--- src/rtl/input_debouncer.sv ---
// Multi-channel input conditioner: 2-flop synchroniser, tick-based debounce, edge pulses.
// Optional auto-repeat pulses are built only when INPUT_DEBOUNCER_REPEAT_EN is defined.
module input_debouncer #(
  parameter int                     CHANNELS     = 21,
  parameter int                     TICK_DIV     = 50000,
  parameter int                     STABLE_TICKS = 20,
  parameter logic [CHANNELS-1:0]    INVERT_MASK  = '0,
  parameter int                     REPEAT_DELAY = 500,
  parameter int                     REPEAT_RATE  = 100
) (
  input  logic                clk,
  input  logic                reset,
  input  logic [CHANNELS-1:0] raw_in,
  output logic [CHANNELS-1:0] level,
  output logic [CHANNELS-1:0] rise,
  output logic [CHANNELS-1:0] fall,
  output logic [CHANNELS-1:0] rpt,
  output logic                changed,
  output logic                tick
);

  // No handshake: every output is valid on every cycle; rise/fall/rpt/changed
  // are registered single-cycle strobes.
  localparam int PW = (TICK_DIV > 1) ? $clog2(TICK_DIV) : 1;
  localparam int CW = $clog2(STABLE_TICKS + 1);

  logic [CHANNELS-1:0] sync1;
  logic [CHANNELS-1:0] sync;
  logic [PW-1:0]       pre;
  logic [CW-1:0]       cnt   [CHANNELS];
  logic [CW-1:0]       cnt_d [CHANNELS];
  logic [CHANNELS-1:0] level_d;
  logic [CHANNELS-1:0] rise_d;
  logic [CHANNELS-1:0] fall_d;

  always_ff @(posedge clk) begin
    if (!reset) begin
      pre <= '0;
    end else if (pre == PW'(TICK_DIV - 1)) begin
      pre <= '0;
    end else begin
      pre <= pre + 1'b1;
    end
  end

  assign tick = (pre == PW'(TICK_DIV - 1));

  // A channel accepts the synchronised value only after STABLE_TICKS
  // consecutive ticks in which it disagreed with the current level.
  always_comb begin
    level_d = level;
    rise_d  = '0;
    fall_d  = '0;
    for (int i = 0; i < CHANNELS; i++) begin
      cnt_d[i] = cnt[i];
      if (tick) begin
        if (sync[i] != level[i]) begin
          if (cnt[i] == CW'(STABLE_TICKS - 1)) begin
            level_d[i] = sync[i];
            cnt_d[i]   = '0;
            rise_d[i]  = sync[i];
            fall_d[i]  = ~sync[i];
          end else begin
            cnt_d[i] = cnt[i] + 1'b1;
          end
        end else begin
          cnt_d[i] = '0;
        end
      end
    end
  end

  always_ff @(posedge clk) begin
    if (!reset) begin
      sync1   <= '0;
      sync    <= '0;
      level   <= '0;
      rise    <= '0;
      fall    <= '0;
      changed <= 1'b0;
      for (int i = 0; i < CHANNELS; i++) cnt[i] <= '0;
    end else begin
      sync1   <= raw_in ^ INVERT_MASK;
      sync    <= sync1;
      level   <= level_d;
      rise    <= rise_d;
      fall    <= fall_d;
      changed <= |(rise_d | fall_d);
      for (int i = 0; i < CHANNELS; i++) cnt[i] <= cnt_d[i];
    end
  end

`ifdef INPUT_DEBOUNCER_REPEAT_EN
  localparam int RMAX = (REPEAT_DELAY > REPEAT_RATE) ? REPEAT_DELAY : REPEAT_RATE;
  localparam int RW   = $clog2(RMAX + 1);

  logic [RW-1:0]       rcnt    [CHANNELS];
  logic [RW-1:0]       rcnt_d  [CHANNELS];
  logic [CHANNELS-1:0] started;
  logic [CHANNELS-1:0] started_d;
  logic [CHANNELS-1:0] rpt_d;

  // First repeat waits REPEAT_DELAY ticks, later ones REPEAT_RATE; a fall wins over a repeat.
  always_comb begin
    rpt_d     = '0;
    started_d = started;
    for (int i = 0; i < CHANNELS; i++) begin
      rcnt_d[i] = rcnt[i];
      if (!level[i] || fall_d[i]) begin
        rcnt_d[i]    = '0;
        started_d[i] = 1'b0;
      end else if (tick) begin
        if (( started[i] && rcnt[i] == RW'(REPEAT_RATE - 1)) ||
            (!started[i] && rcnt[i] == RW'(REPEAT_DELAY - 1))) begin
          rpt_d[i]     = 1'b1;
          rcnt_d[i]    = '0;
          started_d[i] = 1'b1;
        end else begin
          rcnt_d[i] = rcnt[i] + 1'b1;
        end
      end
    end
  end

  always_ff @(posedge clk) begin
    if (!reset) begin
      rpt     <= '0;
      started <= '0;
      for (int i = 0; i < CHANNELS; i++) rcnt[i] <= '0;
    end else begin
      rpt     <= rpt_d;
      started <= started_d;
      for (int i = 0; i < CHANNELS; i++) rcnt[i] <= rcnt_d[i];
    end
  end
`else
  assign rpt = '0;
`endif

endmodule

--- config.mk ---
export PLATFORM = sky130hd
export DESIGN_NAME = input_debouncer
export DESIGN_NICKNAME = d
export VERILOG_FILES = /design/src/rtl/input_debouncer.sv
export SDC_FILE = /design/constraint.sdc
export NUM_CORES = 1
export LEC_CHECK = 0
export ABC_AREA = 1
export ABC_CLOCK_PERIOD_IN_PS = 4650
export CORE_AREA = 3 3 151 138
export CTS_CLUSTER_SIZE = 8
export DETAILED_ROUTE_END_ITERATION = 7
export DIE_AREA = 0 0 154 141
export MAX_ROUTING_LAYER = met4
export PLACE_DENSITY_LB_ADDON = 0.15
export SLEW_MARGIN = 40
export SYNTH_ARGS = -nofsm -noshare
export SYNTH_HDL_FRONTEND = slang
export SYNTH_SLANG_ARGS = --single-unit
--- constraint.sdc ---
create_clock -name clk -period 4.65 [get_ports clk]
set_input_delay 1.1625 -clock clk [delete_from_list [all_inputs] [get_ports clk]]
set_output_delay 1.1625 -clock clk [all_outputs]
set_load 0.02 [all_outputs]
# After elaboration in Yosys (flattened, before gate mapping)
# Memories as Yosys holds them, arrays and structs flattened.
# Cells that the tools add are included.
classes:
  muxes: 212
  n_addsub: 22
  n_bitwise: 44
  eq_ne: 43
  n_reduce_logical: 23
ops:
  columns: ["op", "count"]
  rows:
  - ["$mux W5", 84]
  - ["$mux W1", 128]
  - ["$add A5 B1 Y5 const B", 21]
  - ["$eq A5 B5 Y1 const B", 21]
  - ["$reduce_and A3 Y1", 21]
  - ["$not A1 Y1", 22]
  - ["$ne A1 B1 Y1", 21]
  - ["$or A1 B1 Y1", 21]
  - ["$or A21 B21 Y21", 1]
  - ["$reduce_or A21 Y1", 1]
  - ["$add A16 B1 Y16 const B", 1]
  - ["$eq A16 B16 Y1 const B", 1]
  - ["$reduce_or A2 Y1", 1]
totals:
  memories: 1
  word_cells: 372
  reg_bits: 122
  output_inout_bits: 86
  mem_bits_rw: 105
  input_bits: 23
mem_list:
  columns: ["name", "words", "width", "read_ports", "rd_clocked_by_memory_dff", "write_ports", "line", "rtl"]
  rows:
  - ["cnt", 21, 5, 21, 0, 21, "30", "logic [CW-1:0] cnt [CHANNELS];"]

# Logic depth before layout (Yosys ltp)
# An unclocked memory read counts as a cell.
depth:
  depth_word: 7
  depth_mapped: 11
  depth_no_buf: 10

# Worst setup path before layout
# OpenSTA, ideal clock, no wires.
synth_path:
  kind: "register -> output"
  start: "register pre[0]"
  end: "output port tick"
  path_buffers: 2
  slack_ns: 2.168
  arrival_time_ns: 1.319
  stages_incl_launch_ff: 8
  path_cell_list: "dfxtp_1 -> ha_1 -> nand3_2 -> nor2_4 -> nand2_4 -> inv_4 -> buf_8 -> buf_6"
synth_between:
  elab_chain_cells: 1
synth_lines:
  columns: ["item", "line", "rtl"]
  rows:
  - ["start, declared", "29", "logic [PW-1:0] pre;"]
  - ["start signal, assigned", "42", "pre <= pre + 1'b1;"]
  - ["$eq A16 B16 Y1", "46", "assign tick = (pre == PW'(TICK_DIV - 1));"]
  - ["end, declared", "19", "output logic tick"]
# Every way passes these cells.

# Worst setup path in the final report
# Ends and elaborated chain as after synthesis.

==> impl_metrics.tcl <==
set metrics [dict create \
    outcome "finished clean" \
    synth-seq-area-share 0.493 \
    drv.max_cap_violation_count 0 \
    synthTopCellsByArea "sky130_fd_sc_hd__dfxtp_1 (49%), sky130_fd_sc_hd__inv_1 (6.4%), sky130_fd_sc_hd__nand2_1 (5.8%)" \
    root_buffer_cell "sky130_fd_sc_hd__clkbuf_16" \
    dominantRegCellSynth "sky130_fd_sc_hd__dfxtp_1" \
    worstReg2RegStart "pre[0]" \
    layout.nets 1192 \
    utilization 0.576 \
    final.min_clock_period_ns 3.96 \
    synthesis.yosys.warnings 0 \
    grt_setup_unrepaired "false" \
    netlist_area_um2 9220 \
    detail_route.first_pass.iterations 5 \
    grt_antenna_before_repair 0 \
    worst_slew_pin_slew_ns 0.727 \
    endpoint_kind "output port" \
    vdd_drop_max_uv 217 \
    drt_iter0_markers 344 \
    viasPerCell 4.89 \
    setup_violations 0 \
    floorplan.initialDensity 0.478 \
    grt_pass1_vias 6461 \
    synth_cell_types 44 \
    fp.dieW_um 154 \
    worst_r2r_path_depth 10 \
    remaining_antenna_violation_count_after_routing 0 \
    layout-drive-gt1-share 0.0931 \
    worstHoldPathType "flop to flop" \
    synth_top_cell_area_share 0.493 \
    power.total_uw 4220 \
    timing_worst_setup_path_type "flop to output port" \
    critical_path.reg2reg.endpoint "pre[9]" \
    core_area_um2 19300 \
    setup.worst_path.start_class "flop" \
    gp_congestion 0.802 \
    postSynthRegisterBits 227 \
    max_freq_mhz 253 \
    critical_path.max_fanout 31 \
    ioPinCount 109 \
    power_per_cell_area_nw_per_um2 379 \
    n_antenna_cell 0 \
    die_h_um 141 \
    finClkSkew_ns 0.0147 \
    tritoncts "yes" \
    cts-resized-gates 0 \
    p_leak_uw 0.00437 \
    final.setup.tns_ns 0 \
    finalHoldViolations 0 \
    critPathArrivalTime_ns 2.80 \
    number_of_flops_mapped_to_enable_cells_by_yosys 0 \
    syn_area_per_cell_um2 8.76 \
    worst_setup_hold_path_clk_slew_ns 0.05 \
    grt.overflow.total 0 \
    worstHoldPathCells 2 \
    postCtsSetupRepairBufs 0 \
    yosys-top-cells-count "sky130_fd_sc_hd__dfxtp_1 (227), sky130_fd_sc_hd__inv_1 (157), sky130_fd_sc_hd__nand2_1 (142), sky130_fd_sc_hd__nand3_1 (69), sky130_fd_sc_hd__nor2_1 (66)" \
    detailroute.via_count 6838 \
    synth_largest_area_cell "sky130_fd_sc_hd__dfxtp_1" \
    grt_util_all_layers 0.181 \
    drt-wirelength-per-cell_um 13.8 \
    worst-r2r-setup-slack_ns 1.83 \
    cts_htree_levels 2 \
    final_max_slew_viol_count 0 \
    fin_crit_sh 0.851 \
    max-clock-path-buffers 3 \
    synth-async-reset-ratio 0 \
    route.detailed.drc 0 \
    postSynthCellCount 1052 \
    grt_pass1_wl_um 31800 \
    timing.slew.headroom 0.514 \
    buffer_ports.inserted 87 \
    grt_max_degree 72 \
    worst_skew_pair.late_latency_ns 0.49 \
    routed_wirelength_um 19300 \
    detailed_place_hpwl_um 12900 \
    fillCellCount 1729 \
    worst_hold_slack_ns 0.407 \
    synthToLayoutAreaGrowth_pct 20.5 \
    dieArea_um2 21700 \
    cts_hold_buffers 0 \
    worst_ep_required_time_ns 3.49 \
    cts_sinks 227 \
    synthMostInstantiatedCell "sky130_fd_sc_hd__dfxtp_1" \
    hold_path_end "sync[19]" \
    cts_made_buffers 34 \
    hold_path.startpoint "sync1[19]" \
    rows 48 \
]
==> critical path, cell delays in order, from the launching register on <==
cell and delay [ns]:
sky130_fd_sc_hd__dfxtp_1 0.37, sky130_fd_sc_hd__ha_1 0.22, sky130_fd_sc_hd__nand3_2 0.13, sky130_fd_sc_hd__nor2_4 0.45, sky130_fd_sc_hd__nand2_4 0.10, sky130_fd_sc_hd__inv_4 0.34
sky130_fd_sc_hd__clkdlybuf4s50_1 0.69
==> worst max path at each step <==
stage            from    to  slack [ns]  cells after the start
2_1_floorplan  pre[0]  tick        2.17                      7
3_3_place_gp   pre[0]  tick        1.25                      6
3_5_place_dp   pre[0]  tick        1.19                      6
4_1_cts        pre[0]  tick        0.67                      6
5_1_grt        pre[0]  tick        0.52                      6
6_report       pre[0]  tick        0.69                      6
==> flip-flops by register name (all words and copies together), names as in the netlist <==
register  cells
cnt         105
fall         21
level        21
rise         21
sync1        21
sync         21
pre          16
changed       1
==> per-stage QoR <==
step / setup WS, ns / instances / area (um2)
after CTS: 0.669 / 1399 / 11100
after global routing: 0.520 / 1399 / 11100
after floorplan: 2.17 / 1072 / 9290
after global placement: 1.25 / 1361 / 10200
final: 0.692 / 1399 / 11100
after detailed placement: 1.19 / 1361 / 10200
==> cells in the final DEF (no fill, tap or decap), types with 9 or more instances in the layout <==
cell / synthesis / final
sky130_fd_sc_hd__nand2_1: 142 / 142
sky130_fd_sc_hd__conb_1: 1 / 21
sky130_fd_sc_hd__a31o_2: 17 / 17
sky130_fd_sc_hd__o22ai_2: 15 / 15
sky130_fd_sc_hd__clkbuf_16: 0 / 35
sky130_fd_sc_hd__o21ai_1: 26 / 26
sky130_fd_sc_hd__nand3_1: 69 / 69
sky130_fd_sc_hd__nor2_1: 66 / 66
sky130_fd_sc_hd__inv_1: 157 / 157
sky130_fd_sc_hd__ha_1: 22 / 22
sky130_fd_sc_hd__o22ai_1: 42 / 42
sky130_fd_sc_hd__nor3_1: 22 / 22
sky130_fd_sc_hd__clkdlybuf4s50_1: 0 / 86
sky130_fd_sc_hd__nand4_1: 33 / 33
sky130_fd_sc_hd__xnor2_1: 26 / 26
sky130_fd_sc_hd__o21ai_0: 20 / 20
sky130_fd_sc_hd__nand3_2: 9 / 9
sky130_fd_sc_hd__xor2_1: 59 / 59
sky130_fd_sc_hd__dfxtp_1: 227 / 227
sky130_fd_sc_hd__a21oi_1: 11 / 11
==> where the power goes <==
part	internal, uW	leakage (uW)	switching (uW)
Clock	1330	0.000445	798
Sequential	1970	0.00184	11.7
Combinational	34.5	0.00209	75.8
Total	3330	0.00437	885
==> cell type report <==
class	instances	area, um2	share of cell area
repair buffers	91	911	0.0820
multi-input cells	633	3820	0.344
clock inverters	3	40.0	0.00360
flip-flops and latches	227	4540	0.409
clock buffers	35	876	0.0788
well taps	250	313	0.0282
inverters	160	603	0.0543
==> kinds of logic after synthesis <==
kind of cell / count (synthesis) / synth area share
and+or+nand+nor: 363 / 0.189
buffers and inverters: 212 / 0.100
AOI/OAI and AO/OA: 142 / 0.106
adders and majority gates: 22 / 0.0299
other: 1 / 0.000407
xor gates and xnor gates: 85 / 0.0808
DFF: 227 / 0.493
==> metal layers <==
layer  share of wire  vias to the layer above  track usage
li1                -                     3580            -
met1            0.51                     3079        0.249
met2            0.43                      151        0.273
met3           0.046                       28       0.0362
met4           0.014                        0       0.0525
met5               0                        -            -
(Power assumes the default switching activity.)
